===== src/rtl/logic_unit_pkg.sv =====
// Shared definitions for the pipelined bitwise logic unit: the operation
// encoding and its width.
package logic_unit_pkg;

    localparam int OP_W = 3;

    typedef enum logic [OP_W-1:0] {
        OP_AND    = 3'd0,
        OP_OR     = 3'd1,
        OP_XOR    = 3'd2,
        OP_NAND   = 3'd3,
        OP_NOR    = 3'd4,
        OP_XNOR   = 3'd5,
        OP_NOT_A  = 3'd6,
        OP_PASS_A = 3'd7
    } op_t;

endpackage


===== src/rtl/logic_op_eval.sv =====
// Purely combinational bitwise evaluator. It sits between the operand stage
// and the result stage of logic_unit_pipe. NOT_A and PASS_A ignore b.
module logic_op_eval
    import logic_unit_pkg::*;
#(
    parameter int WIDTH = 8
) (
    input  logic [WIDTH-1:0] a,
    input  logic [WIDTH-1:0] b,
    input  logic [OP_W-1:0]  op,
    output logic [WIDTH-1:0] result
);

    // Select the bitwise function named by the op code.
    always_comb begin
        result = '0;
        case (op_t'(op))
            OP_AND:    result = a & b;
            OP_OR:     result = a | b;
            OP_XOR:    result = a ^ b;
            OP_NAND:   result = ~(a & b);
            OP_NOR:    result = ~(a | b);
            OP_XNOR:   result = ~(a ^ b);
            OP_NOT_A:  result = ~a;
            OP_PASS_A: result = a;
            default:   result = '0;
        endcase
    end

endmodule


===== src/rtl/logic_unit_pipe.sv =====
// Two-stage pipelined bitwise logic unit with valid/ready on both sides.
// S1 holds the accepted operands, S2 holds the evaluated result and its
// zero/all-ones flags. A stage may load whenever its downstream neighbour is
// empty or moving, so out_ready reaches in_ready combinationally and a full
// pipeline with out_ready high still accepts one op per cycle.
module logic_unit_pipe
    import logic_unit_pkg::*;
#(
    parameter int WIDTH = 8,
    parameter int CNT_W = 16
) (
    input  logic             clk,
    input  logic             rst_n,
    input  logic             in_valid,
    output logic             in_ready,
    input  logic [WIDTH-1:0] a,
    input  logic [WIDTH-1:0] b,
    input  logic [2:0]       op,
    output logic             out_valid,
    input  logic             out_ready,
    output logic [WIDTH-1:0] result,
    output logic             zero,
    output logic             ones,
    output logic [CNT_W-1:0] done_count
);

    logic             s1_valid;
    logic [WIDTH-1:0] s1_a;
    logic [WIDTH-1:0] s1_b;
    logic [OP_W-1:0]  s1_op;
    logic             s2_valid;
    logic             s1_adv;
    logic             s2_adv;
    logic [WIDTH-1:0] eval_result;

    assign s2_adv    = !s2_valid || out_ready;
    assign s1_adv    = !s1_valid || s2_adv;
    assign in_ready  = s1_adv;
    assign out_valid = s2_valid;

    logic_op_eval #(
        .WIDTH (WIDTH)
    ) u_eval (
        .a      (s1_a),
        .b      (s1_b),
        .op     (s1_op),
        .result (eval_result)
    );

    // Operand stage: capture a new op whenever S1 is free or draining forward.
    always_ff @(posedge clk) begin
        if (!rst_n) begin
            s1_valid <= 1'b0;
            s1_a     <= '0;
            s1_b     <= '0;
            s1_op    <= '0;
        end else if (s1_adv) begin
            s1_valid <= in_valid;
            if (in_valid) begin
                s1_a  <= a;
                s1_b  <= b;
                s1_op <= op;
            end
        end
    end

    // Result stage: take the evaluated op from S1, holding data under backpressure.
    always_ff @(posedge clk) begin
        if (!rst_n) begin
            s2_valid <= 1'b0;
            result   <= '0;
            zero     <= 1'b0;
            ones     <= 1'b0;
        end else if (s2_adv) begin
            s2_valid <= s1_valid;
            if (s1_valid) begin
                result <= eval_result;
                zero   <= (eval_result == '0);
                ones   <= &eval_result;
            end
        end
    end

    // Count every consumed result, wrapping naturally at the counter width.
    always_ff @(posedge clk) begin
        if (!rst_n) begin
            done_count <= '0;
        end else if (s2_valid && out_ready) begin
            done_count <= done_count + 1'b1;
        end
    end

endmodule

===== config.mk =====
export PLATFORM = sky130hd
export DESIGN_NAME = logic_unit_pipe
export DESIGN_NICKNAME = d
export VERILOG_FILES = /design/src/rtl/logic_unit_pkg.sv /design/src/rtl/logic_op_eval.sv /design/src/rtl/logic_unit_pipe.sv
export SDC_FILE = /design/constraint.sdc
export NUM_CORES = 1
export LEC_CHECK = 0
export BUFFER_PORTS_ARGS = -buffer_cell sky130_fd_sc_hd__buf_4
export CAP_MARGIN = 25
export CORE_MARGIN = 2
export CORE_UTILIZATION = 55
export CTS_BUF_LIST = sky130_fd_sc_hd__clkbuf_2 sky130_fd_sc_hd__clkbuf_4 sky130_fd_sc_hd__clkbuf_8
export DETAILED_ROUTE_END_ITERATION = 7
export PLACE_DENSITY = 0.85
export SLEW_MARGIN = 20
export SYNTH_ARGS = -nofsm -noshare
export SYNTH_HDL_FRONTEND = slang
export SYNTH_SLANG_ARGS = --single-unit

===== constraint.sdc =====
create_clock -name clk -period 6.05 [get_ports clk]
set_input_delay 0.9075 -clock clk [delete_from_list [all_inputs] [get_ports clk]]
set_output_delay 0.9075 -clock clk [all_outputs]
set_load 0.01 [all_outputs]

==> impl_metrics.json <==
{
  "outcome": "completed",
  "post-route-cell-area_sq_mm": 0.003216,
  "synth_edf_count": 0,
  "syn_to_final_growth_pct": 17.35,
  "track_usage_pct": 20.51,
  "totalWireLength_mm": 5.248,
  "fp.dieW_um": 74.59,
  "cap_violations": 0,
  "critPathMaxStageDelay_ns": 1.00,
  "wl_per_cell_um": 12.47,
  "worst-path-max-fanout": 26,
  "drt_iter0_drc": 136,
  "clock_latency_ns": 0.30,
  "rsz0062_at_grt": "false",
  "cts_buffer_depth": 2,
  "min-delay-path-class": "reg -> reg",
  "finalNetCount": 393,
  "num_vias": 2189,
  "finalMaxSlewViolations": 0,
  "tns_ns": 0,
  "crit_type": "reg -> reg",
  "crit_path_cell_trace": "inv_4, mux2_1, mux4_2, nor4b_2, nand4_1, o21ai_1",
  "gp_congestion": 0.8451,
  "synth.top_cell.area_share_pct": 34.34,
  "async_reset_ff_share_pct": 0,
  "yosys-top-cells-area": "dfxtp_1 34%, ha_1 7.8%, nand2_1 7.5%, a21boi_0 6.3%, mux4_2 4.1%",
  "numCtsBuffers": 5,
  "synth-seq-cells": 47,
  "worst_clock_skew_ns": 0.008903,
  "grt_pass1_vias": 2087,
  "cts_tree": "yes",
  "antenna_found_initial": 0,
  "max_freq_ghz": 0.3581,
  "core_area_sq_mm": 0.004755,
  "placed_area_sq_mm": 0.003103,
  "htreeDepth": 2,
  "yosysTopAreaCell": "dfxtp_1",
  "synth_cell_types": 41,
  "start_util_pct": 57.63,
  "arrival_ns": 3.04,
  "cts_resized": 0,
  "syn_area_per_cell_sq_um": 8.754,
  "synth_seq_area_share_pct": 34.34,
  "grt_overflow": 0,
  "hold_violations": 0,
  "grt_max_degree": 49,
  "power_w": 0.0006693,
  "netlist_area_sq_mm": 0.002740,
  "rows": 25,
  "synth_warnings": 0,
  "p_leak_nw": 1.406,
  "synthCells": 313,
  "port_buffers": 50,
  "critical-path-slowest-cell": "dfxtp_1",
  "maxSlewHeadroom_pct": 32.43,
  "period_share_pct": 46.16,
  "cts_hold_buf": 0,
  "startpoint_type": "flip-flop",
  "pin_count": 51,
  "diodes": 0,
  "fp.dieH_um": 74.59,
  "ir_drop_mv": 0.09786,
  "whs_ns": 0.4592,
  "hpwl_mm": 3.998,
  "synthesis.nets": 353,
  "min_period_ns": 2.792,
  "drive_gt1_share_pct": 19.49,
  "crit_path_end_kind": "flip-flop",
  "power.density_mw_per_mm2": 208.1,
  "worst_slew_pin_slew_ns": 1.012,
  "drt_first_pass_iters": 4,
  "drc_errors": 0,
  "clk_pin_slew_ns": 0.09,
  "setup_viol": 0,
  "vias_per_cell": 5.200,
  "synthTopCellsByCount": "55 x nand2_1, 47 x dfxtp_1, 23 x a21boi_0, 19 x inv_1",
  "die-area_sq_mm": 0.005563,
  "clock_sinks": 47,
  "cp.required_ns": 6.30,
  "cts_setup_buffers": 0,
  "grt_first_pass_wirelength_mm": 8.894,
  "yosysMostFrequentCell": "nand2_1",
  "cts_root_buffer": "clkbuf_8",
  "final.fill_count": 429,
  "ant_nets": 0,
  "synth_ff_type": "dfxtp_1"
}
[per-layer routing]
layer	wire, um	GRT usage, %	vias to the layer above	share of wire [%]
met2	2675	37.36	53	51
met4	60	7.143	0	1.1
met1	2259	22.90	991	43
met3	254	5.556	6	4.8
met5	0	0	-	0
li1	-	-	1139	-
[cell type report]
class                           instances  area, sq um  area share [%]
Clock buffer                            5        68.82           2.140
Inverter                               20        77.57           2.412
Sequential cell                        47        940.9           29.26
Timing Repair Buffer                   50        375.4           11.67
Clock inverter                          3        43.79           1.362
Multi-Input combinational cell        229         1625           50.54
Tap cell                               67        83.83           2.607
[cell families (layout without fill, tap and decap cells)]
logic type               Yosys count  in the layout  synth area share, %
flip-flops                        47             47                34.34
XOR/XNOR                          13             13                4.155
adder cells (fa/ha/maj)           17             17                7.762
multiplexers                      26             26                12.28
buffers and inverters             37             78                6.347
AND/OR/NAND/NOR                  121            121                21.92
AO/OA/AOI/OAI                     52             52                13.20
[cells in the final DEF (no fill, tap or decap), drive strengths merged, types with 8 or more instances in the layout]
cell	instances
dfxtp	47
nor2	13
buf	50
mux2i	10
nor2b	8
nand3	8
inv	20
xnor2	12
ha	17
mux2	11
nand2	55
and2	17
a21boi	23
o21ai	8
[critical path, delay by kind of cell (launching register included)]
family / cells / cell delay (ns)
compound gates: 1 / 0.14
simple gates: 2 / 0.49
flops: 1 / 1.00
buf+inv: 1 / 0.23
mux: 2 / 0.88
[worst paths after layout]
check | startpoint | to | slack [ns] | cells after the start
worst min register to register | ones | ones | 0.46 | 2
worst min-delay path | ones | ones | 0.46 | 2
worst max register to register | s1_op[2] | zero | 3.26 | 6
worst max-delay path | s1_op[2] | zero | 3.26 | 6
[flip-flops by register name, indices dropped and copies added, names as in the netlist]
register and cells:
done_count 16, ones 1, out_valid 1, result 8, s1_a 8, s1_b 8, s1_op 3, s1_valid 1
zero 1
[through the flow]
| stage | setup slack, ns | std cells | util, % |
|---|---|---|---|
| global placement | 3.463 | 413 | 65.26 |
| floorplan | 3.882 | 313 | - |
| global route | 3.144 | 421 | 67.63 |
| CTS | 3.289 | 421 | 67.63 |
| finish | 3.258 | 421 | 67.63 |
| detailed placement | 3.298 | 413 | 65.26 |
[report_power, final]
group / switching (W) / internal (W)
Combinational: 0.0000505 / 0.0000553
Sequential: 0.0000139 / 0.000321
Clock: 0.000105 / 0.000123
Note: power is estimated with default switching activity, not from simulation.
